$ cat src/rtl/data_cache.sv
// Direct-mapped, write-through, no-write-allocate data cache with one-word lines.
// Loads hit with zero wait. Misses fill in one memory cycle. Misaligned word loads bypass the cache.
module data_cache #(
    parameter int ADDRESS_WIDTH = 32,
    parameter int DATA_WIDTH    = 32,
    parameter int SETS          = 16
) (
    input  logic                     clk,
    input  logic                     rst_n,
    input  logic                     cpu_req,
    input  logic                     cpu_we,
    input  logic                     cpu_byte,
    input  logic [ADDRESS_WIDTH-1:0] cpu_addr,
    input  logic [DATA_WIDTH-1:0]    cpu_wdata,
    output logic [DATA_WIDTH-1:0]    cpu_rdata,
    output logic                     cpu_ready,
    output logic [ADDRESS_WIDTH-1:0] mem_a,
    output logic [DATA_WIDTH-1:0]    mem_wd,
    output logic                     mem_we,
    output logic                     mem_adtp,
    input  logic [DATA_WIDTH-1:0]    mem_rd,
    output logic [15:0]              miss_count
);

    localparam int IDX_W = $clog2(SETS);
    localparam int TAG_W = ADDRESS_WIDTH - 2 - IDX_W;
    localparam logic [ADDRESS_WIDTH-3:0] ONE_WORD = 1;

    typedef enum logic [1:0] {IDLE, FILL, BYPASS, WRITE} state_t;

    state_t                  r_state;
    state_t                  w_next_state;
    logic [SETS-1:0]         r_valid;
    logic [TAG_W-1:0]        r_tag  [SETS];
    logic [DATA_WIDTH-1:0]   r_data [SETS];
    logic [15:0]             r_miss_count;

    logic [1:0]              w_offset;
    logic [IDX_W-1:0]        w_index;
    logic [TAG_W-1:0]        w_tag;
    logic [ADDRESS_WIDTH-3:0] w_word_p4;
    logic [IDX_W-1:0]        w_index_p4;
    logic [TAG_W-1:0]        w_tag_p4;
    logic                    w_misaligned;
    logic                    w_match;
    logic                    w_match_p4;
    logic                    w_hit;
    logic [7:0]              w_byte;

    assign w_offset     = cpu_addr[1:0];
    assign w_index      = cpu_addr[2 +: IDX_W];
    assign w_tag        = cpu_addr[ADDRESS_WIDTH-1 -: TAG_W];
    // The following word wraps modulo 2^32, so a store at the top of memory reaches line 0.
    assign w_word_p4    = cpu_addr[ADDRESS_WIDTH-1:2] + ONE_WORD;
    assign w_index_p4   = w_word_p4[IDX_W-1:0];
    assign w_tag_p4     = w_word_p4[ADDRESS_WIDTH-3 -: TAG_W];
    assign w_misaligned = !cpu_byte && (w_offset != 2'b00);
    assign w_match      = r_valid[w_index] && (r_tag[w_index] == w_tag);
    assign w_match_p4   = r_valid[w_index_p4] && (r_tag[w_index_p4] == w_tag_p4);
    assign w_hit        = w_match && !w_misaligned;
    assign w_byte       = r_data[w_index][{w_offset, 3'b000} +: 8];
    assign miss_count   = r_miss_count;

    // NOTE: every output is given a default before the case so no path leaves a latch behind.
    always_comb begin
        w_next_state = r_state;
        cpu_ready    = 1'b0;
        cpu_rdata    = '0;
        mem_a        = cpu_addr;
        mem_adtp     = cpu_byte;
        mem_we       = 1'b0;
        mem_wd       = cpu_wdata;
        case (r_state)
            IDLE: begin
                if (cpu_req) begin
                    if (cpu_we) begin
                        w_next_state = WRITE;
                    end else if (w_misaligned) begin
                        w_next_state = BYPASS;
                    end else if (w_hit) begin
                        cpu_ready = 1'b1;
                        cpu_rdata = cpu_byte ? {{(DATA_WIDTH-8){1'b0}}, w_byte} : r_data[w_index];
                    end else begin
                        w_next_state = FILL;
                    end
                end
            end
            FILL: begin
                mem_a        = {cpu_addr[ADDRESS_WIDTH-1:2], 2'b00};
                mem_adtp     = 1'b0;
                w_next_state = IDLE;
            end
            BYPASS: begin
                mem_adtp     = 1'b0;
                cpu_rdata    = mem_rd;
                cpu_ready    = 1'b1;
                w_next_state = IDLE;
            end
            WRITE: begin
                mem_we       = 1'b1;
                cpu_ready    = 1'b1;
                w_next_state = IDLE;
            end
            default: w_next_state = IDLE;
        endcase
    end

    // NOTE: sequential state uses non-blocking assignments so every register samples pre-edge values.
    always_ff @(posedge clk or negedge rst_n) begin
        if (!rst_n) begin
            r_state      <= IDLE;
            r_valid      <= '0;
            r_miss_count <= '0;
        end else begin
            r_state <= w_next_state;
            if (r_state == IDLE && w_next_state == FILL && r_miss_count != 16'hFFFF) begin
                r_miss_count <= r_miss_count + 16'd1;
            end
            if (r_state == FILL) begin
                r_valid[w_index] <= 1'b1;
            end
            if (r_state == WRITE && w_misaligned) begin
                if (w_match) begin
                    r_valid[w_index] <= 1'b0;
                end
                if (w_match_p4) begin
                    r_valid[w_index_p4] <= 1'b0;
                end
            end
        end
    end

    // NOTE: tag and data arrays are not reset; the valid bits alone decide whether a line is usable.
    always_ff @(posedge clk) begin
        if (r_state == FILL) begin
            r_data[w_index] <= mem_rd;
            r_tag[w_index]  <= w_tag;
        end else if (r_state == WRITE && w_match) begin
            if (cpu_byte) begin
                r_data[w_index][{w_offset, 3'b000} +: 8] <= cpu_wdata[7:0];
            end else if (w_offset == 2'b00) begin
                r_data[w_index] <= cpu_wdata;
            end
        end
    end

endmodule
$ cat config.mk
export PLATFORM = sky130hd
export DESIGN_NAME = data_cache
export DESIGN_NICKNAME = d
export VERILOG_FILES = /design/src/rtl/data_cache.sv
export SDC_FILE = /design/constraint.sdc
export NUM_CORES = 1
export LEC_CHECK = 0
export CORE_UTILIZATION = 45
export CTS_CLUSTER_SIZE = 20
export DETAILED_ROUTE_END_ITERATION = 12
export SKIP_CTS_REPAIR_TIMING = 1
export SYNTH_ARGS = -nofsm -noshare
export SYNTH_HDL_FRONTEND = slang
export SYNTH_SLANG_ARGS = --single-unit
$ cat constraint.sdc
create_clock -name clk -period 7.34 [get_ports clk]
set_input_delay 1.468 -clock clk [delete_from_list [all_inputs] [get_ports clk]]
set_output_delay 1.468 -clock clk [all_outputs]
set_load 0.01 [all_outputs]
==> results of run 1 <==
[power groups by stage]
| stage | Sequential, mW | Clock, mW | Combinational [mW] |
|---|---|---|---|
| floorplan | 6.41 | 0 | 1.07 |
| global placement | 6.42 | 0 | 1.84 |
| global route | 6.34 | 5.34 | 1.97 |
| detailed placement | 6.44 | 0 | 1.86 |
| finish | 6.33 | 5.10 | 1.87 |
| CTS | 6.32 | 5.15 | 1.86 |
[state kept, by name, indices dropped and copies added (netlist names)]
register	count
r_valid	16
r_data	512
r_state	2
miss_count	16
r_tag	416
[layout by cell type (no fill, tap or decap), types with 15 or more instances in the layout]
cell type,count
mux4_2,378
nor2_4,17
dfrtp_1,34
a22o_1,46
clkdlybuf4s50_1,210
clkbuf_16,101
mux2_2,20
inv_1,40
a22oi_1,28
xor2_1,35
ha_1,15
o22ai_1,32
nor2_1,115
mux2i_1,57
xnor2_1,46
nand2_1,95
o21ai_0,32
a21oi_1,19
clkbuf_1,27
edfxtp_1,928
nand4_1,30
a21boi_0,20
buf_4,148
clkinv_1,22
a31oi_1,24
nand3_1,29
[final cells by class]
cell class	count	area [um^2]	area share
clock buffers	130	2660	0.0516
clock inverters	53	592	0.0115
inverters	45	169	0.00328
multi-input cells	1189	14300	0.277
flip-flops and latches	962	28700	0.558
well taps	1276	1600	0.0310
repair buffers	371	3450	0.0670
[final timing paths]
kind	from	end	slack [ps]	cells after the start
max	cpu_addr[2]	cpu_rdata[5]	190	11
min	miss_count[10]	miss_count[10]	490	1
max reg2reg	r_tag[1][6]	r_data[12][20]	2710	10
min reg2reg	miss_count[10]	miss_count[10]	490	1
max in group asynchronous	rst_n	r_valid[1]	5870	1
min in group asynchronous	rst_n	miss_count[12]	900	1
[layer usage]
layer  part of all wire  vias up  GRT usage
met2               0.49     1378      0.427
met4              0.032        0     0.0830
li1                   -    10500          -
met1               0.40    13700      0.366
met5                  0        -          0
met3              0.086      267     0.0544
[critical path, stage by stage]
cell and delay, ps:
buf_8 200, inv_2 650, mux4_2 610, xnor2_1 340, o2111ai_1 230, a2111oi_4 400
nand4b_4 220, nor2_4 220, nand3b_1 350, o21ai_0 330, clkdlybuf4s50_1 590
[logic make-up after synthesis]
group | share of synthesized area
DFF | 0.650
adders and majority gates | 0.00475
muxes | 0.214
and+or+nand+nor | 0.0403
buffers and inverters | 0.0317
AOI/OAI and AO/OA | 0.0430
xor gates and xnor gates | 0.0168
[per-stage QoR]
step	worst slack, ps	util
finish	186	0.530
global route	9.73	0.530
CTS	174	0.530
detailed placement	180	0.497
global placement	314	0.497
floorplan	1240	-
==> results by group, run 1 <==
Clocking
  • CTS Buf Count: 101
  • CTS tree: yes
  • Max Root-Sink Buffers: 3
  • H-tree depth: 3
  • Clock Sink Count: 962
  • Clock slew at reported path FFs: 60 ps
  • Clock latency on the worst-skew pair: 690 ps
  • Clk root buf: clkbuf_16

Synth
  • Cell taking the most area after synthesis: edfxtp_1
  • Top post-synthesis cells by count: edfxtp_1, mux4_2, nor2_1
  • Post-synth net total: 2518
  • Synth Register Bits: 962
  • Prevailing post-synth register cell: edfxtp_1
  • Syn Inst Count: 2401
  • Synth top area cells: edfxtp_1, mux4_2, dfrtp_1
  • Synth top area share: 0.630
  • Seq/Total Area, Yosys: 0.650
  • Most frequent cell after synthesis: edfxtp_1
  • EDFF count, synth: 928
  • Async SR Flop Fraction: 0.0353
  • Avg Inst Size Synth: 18.4 um^2
  • Yosys warning count: 0
  • Cell variety after synth: 73
  • Mapped cell area: 44200 um^2

Routing
  • Detailed Route Iter0 Violations: 3300
  • Via count: 25800
  • Wire per inst: 32.7 um
  • DRC Markers: 5
  • Routed wire length: 132000 um
  • Detail Route Antenna Nets: 0
  • TritonRoute pass-1 iters: 10
  • Via/cell ratio: 6.42

Placement
  • Routability Congestion: 0.887
  • DP Wirelength: 88100 um
  • Input/output buffers: 215
  • Placed cell area: 48200 um^2
  • Placed insts: 3843

Die
  • Die H: 315 um
  • Die Wd: 315 um
  • # rows: 114
  • Top Ports: 216
  • Initial Util: 0.456
  • Die ar.: 99500 um^2
  • Core area: 97000 um^2

Timing
  • Fmax: 140 MHz
  • Final setup vio count: 0
  • Rel. slew slack: 0.173
  • Fin crit share: 0.975
  • RSZ-0062 raised after global routing: false
  • Fin Clk Skew: 31.7 ps
  • Worst slew pin tran: 1240 ps
  • Setup TNS: 0 ps
  • Final Max Tran Viols: 0
  • WHS: 491 ps
  • Hold Fails Final Rpt: 0
  • Final Critical Period: 7150 ps

Pwr
  • Gate power share: 0.141
  • Int Pwr: 9.99 mW
  • Sw Ratio: 0.248
  • Lkg Pwr: 16.7 nW
  • P per Cell Area: 258 nW/um^2
  • Flop pwr share: 0.476
  • Clock power frac: 0.383
  • Power Total: 13.3 mW
  • Max VDD drop: 256 uV
  • Switch Pwr: 3.30 mW

GRT
  • Initial antenna violation count: 1
  • First-pass GRT wire length: 189000 um
  • GR Overflow Total: 0
  • Largest net degree at the start of global routing: 57
  • Number of global-route vias before repair: 26200
  • Global Route Usage Sum: 0.266

Setup path
  • Startpoint Class: input pin
  • Crit Path Class: in -> out
  • Worst EP required: 5870 ps
  • Crit. End Element: output pin
  • Critical path fanouts, max: 37
  • CP arrival: 5690 ps

Job
  • Maximum Capacitance Violations: 0

Cells and area
  • Antenna diodes: 0
  • Layout cells sized above 1: 0.272
  • P&R area growth vs syn: 16.3%
  • Non-Filler Cell Area, Final: 51400 um^2
  • Final nets: 2787
  • Finished Layout Cells: 4026
  • Fill count: 7722

Hold path
  • Worst min path class: reg -> reg

Outcome
  • Status: complete, but fails checks
  • Failing checks: DRC
(Power assumes the default switching activity.)
==> run 2: changes to the inputs <==
Settings changed: ABC_AREA set to 1.
==> results by group, run 2 <==
Clocking
  • Clk root buf: clkbuf_16
  • CTS Buf Count: 105 (+4.0%)
  • Clock latency on the worst-skew pair: 730 ps (+40 ps)
  • H-tree depth: 3 (unchanged)
  • CTS tree: yes
  • Clock slew at reported path FFs: 60 ps (about the same)
  • Max Root-Sink Buffers: 3 (unchanged)
  • Clock Sink Count: 962 (unchanged)

Setup path
  • CP max-delay cell: clkdlybuf4s50_1
  • R2R setup slack: 3090 ps (+380 ps)
  • Max incr delay on CP: 740 ps (+90 ps)
  • R2R depth: 19 (+9)
  • Critical path fanouts, max: 30 (-19%)
  • CP arrival: 5570 ps (-120 ps)
  • Crit. End Element: output pin
  • Critical path cell sequence: clkdlybuf4s50_1, nand2_1, inv_2, nand2_1, nand2_1, o21ai_0, nand2_1, nand2_1, nor2_1, nand2_1, nor2_2, and2_1, nand2_1, inv_1, nand2_1, nand2_1, clkdlybuf4s50_1
  • Worst EP required: 5870 ps (about the same)
  • R2R Path End: r_data[2][18]
  • Startpoint Class: input pin
  • Worst r2r src: r_tag[14][24]
  • Crit Path Class: in -> out
  • Most common cell on crit path: nand2_1

Synth
  • Synth Register Bits: 962 (unchanged)
  • EDFF count, synth: 928 (unchanged)
  • Async SR Flop Fraction: 0.0353 (unchanged)
  • Yosys warning count: 0 (unchanged)
  • Post-synth net total: 5550 (+120%)
  • Seq/Total Area, Yosys: 0.588 (-0.0620)
  • Avg Inst Size Synth: 9.00 um^2 (-51%)
  • Cell variety after synth: 46 (-37%)
  • Synth top area cells: edfxtp_1, nand2_1, o21ai_0
  • Synth top area share: 0.570 (-0.0602)
  • Prevailing post-synth register cell: edfxtp_1
  • Cell taking the most area after synthesis: edfxtp_1
  • Mapped cell area: 48900 um^2 (+11%)
  • Most frequent cell after synthesis: nand2_1
  • Syn Inst Count: 5433 (+130%)
  • Top post-synthesis cells by count: nand2_1, edfxtp_1, nor2_1

Timing
  • Final setup vio count: 0 (unchanged)
  • Hold Fails Final Rpt: 0 (unchanged)
  • WHS: 524 ps (+32.9 ps)
  • Final Critical Period: 7040 ps (-112 ps)
  • Fmax: 142 MHz (+1.6%)
  • Fin crit share: 0.959 (-0.0153)
  • Worst slew pin tran: 1040 ps (-198 ps)
  • Final Max Tran Viols: 0 (unchanged)
  • Rel. slew slack: 0.302 (+0.129)
  • RSZ-0062 raised after global routing: false
  • Fin Clk Skew: 51.6 ps (+19.9 ps)
  • Setup TNS: 0 ps (unchanged)

GRT
  • Number of global-route vias before repair: 36100 (+38%)
  • Initial antenna violation count: 1 (unchanged)
  • Global Route Usage Sum: 0.279 (+0.0130)
  • Largest net degree at the start of global routing: 148 (+160%)
  • First-pass GRT wire length: 230000 um (+22%)
  • GR Overflow Total: 0 (unchanged)

Placement
  • DP Wirelength: 102000 um (+16%)
  • Routability Congestion: 0.957 (+7.9%)
  • Input/output buffers: 215 (unchanged)

Routing
  • Detailed Route Iter0 Violations: 3904 (+18%)
  • Via/cell ratio: 5.51 (-14%)
  • DRC Markers: 0 (-5)
  • Detail Route Antenna Nets: 0 (unchanged)
  • Routed wire length: 156000 um (+18%)
  • TritonRoute pass-1 iters: 6 (-4)
  • Via count: 38700 (+50%)
  • Wire per inst: 22.2 um (-32%)

Die
  • Die Wd: 332 um (+5.1%)
  • Top Ports: 216 (unchanged)
  • # rows: 120 (+5.3%)
  • Die ar.: 110000 um^2 (+10%)
  • Core area: 107000 um^2 (+11%)
  • Initial Util: 0.455 (-0.000517)
  • Die H: 332 um (+5.1%)

Pwr
  • Flop pwr share: 0.459 (-0.017)
  • Sw Ratio: 0.283 (+0.0346)
  • Clock power frac: 0.379 (-0.004)
  • P per Cell Area: 247 nW/um^2 (-4.4%)
  • Int Pwr: 9.85 mW (-1.4%)
  • Max VDD drop: 188 uV (-27%)
  • Switch Pwr: 3.89 mW (+18%)
  • Gate power share: 0.162 (+0.021)
  • Lkg Pwr: 22.5 nW (+34%)

Job
  • Maximum Capacitance Violations: 0 (unchanged)

Hold path
  • Hold Path Depth: 2 (+1)
  • Worst min path class: reg -> reg
  • Min-delay src: miss_count[15]
  • Endpoint, Worst Hold: miss_count[15]

Cells and area
  • Layout cells sized above 1: 0.0622 (-0.210)
  • Top reg by flops: r_data
  • Largest register FFs: 512 (unchanged)
  • Fill count: 9707 (+26%)
  • Commonest non-fill, non-tap cell in the layout: nand2_1
  • Most frequent cells in the layout: nand2_1, edfxtp_1, nor2_1
  • Antenna diodes: 0 (unchanged)
  • Final nets: 5642 (+100%)
  • Top flop regs: r_data (512), r_tag (416)
  • P&R area growth vs syn: 13.8%

Outcome
  • Status: finished clean
## run 2: changes by cell type in the layout (fill, tap and decap cells not counted), moves of 210 or more
cell	before	now
a21oi_1	19	229
inv_1	40	526
mux4_2	378	0
nand2_1	95	1635
nand3_1	29	267
nor2_1	115	552
o21ai_0	32	470
## run 2: final cells by class
cell class | count | area (um^2) | share of cell area
clock buffers | 134 | 2770 | 0.0498
clock inverters | 59 | 604 | 0.0109
inverters | 535 | 2030 | 0.0364
multi-input cells | 3569 | 16300 | 0.293
flip-flops and latches | 962 | 28700 | 0.516
well taps | 1403 | 1760 | 0.0316
repair buffers | 352 | 3450 | 0.0620
## run 2: routing by layer
| metal | GRT usage | routed length, um |
|---|---|---|
| met5 | 0 | 8 |
| met4 | 0.103 | 5340 |
| met3 | 0.0399 | 12300 |
| met2 | 0.457 | 73600 |
| met1 | 0.377 | 64600 |
## run 2: kinds of logic (layout without fill, tap and decap cells)
family / count (synthesis) / count (layout) / share of synthesized area
AOI/OAI and AO/OA: 943 / 943 / 0.108
and+or+nand+nor: 2577 / 2577 / 0.211
adders and majority gates: 16 / 16 / 0.00410
buffers and inverters: 902 / 1080 / 0.0823
xor gates and xnor gates: 33 / 33 / 0.00668
DFF: 962 / 962 / 0.588
## run 2: stage by stage
stage	setup slack, ps	power [mW]	instances	utilization	instance area [um^2]
CTS	303	13.8	7014	0.518	55600
floorplan	1630	7.71	5433	-	48900
detailed placement	325	8.61	6821	0.487	52200
finish	298	13.7	7014	0.518	55600
global placement	395	8.59	6821	0.487	52200
global route	86.0	14.2	7014	0.518	55600
## run 2: how the worst max path moves through the flow
stage | from | end | slack, ps | cells after the start
6_report | cpu_addr[5] | cpu_rdata[5] | 300 | 17
4_1_cts | cpu_addr[5] | cpu_rdata[3] | 300 | 18
3_5_place_dp | cpu_addr[5] | cpu_rdata[3] | 320 | 18
3_3_place_gp | cpu_addr[5] | cpu_rdata[5] | 390 | 17
5_1_grt | cpu_addr[5] | cpu_rdata[3] | 90 | 19
2_1_floorplan | cpu_addr[2] | r_valid[14] | 1630 | 18
## run 2: power by group through the flow
stage	Clock, mW	Sequential [mW]	Combinational (mW)
floorplan	0	6.40	1.31
global placement	0	6.41	2.18
detailed placement	0	6.42	2.19
CTS	5.25	6.30	2.20
global route	5.46	6.32	2.42
finish	5.21	6.31	2.22
## run 2: worst max-delay path: cells and delay by family
family / cells / cell delay, ps
AO/OA/AOI/OAI: 1 / 80
buffers and inverters: 4 / 2090
AND/OR/NAND/NOR: 12 / 1900
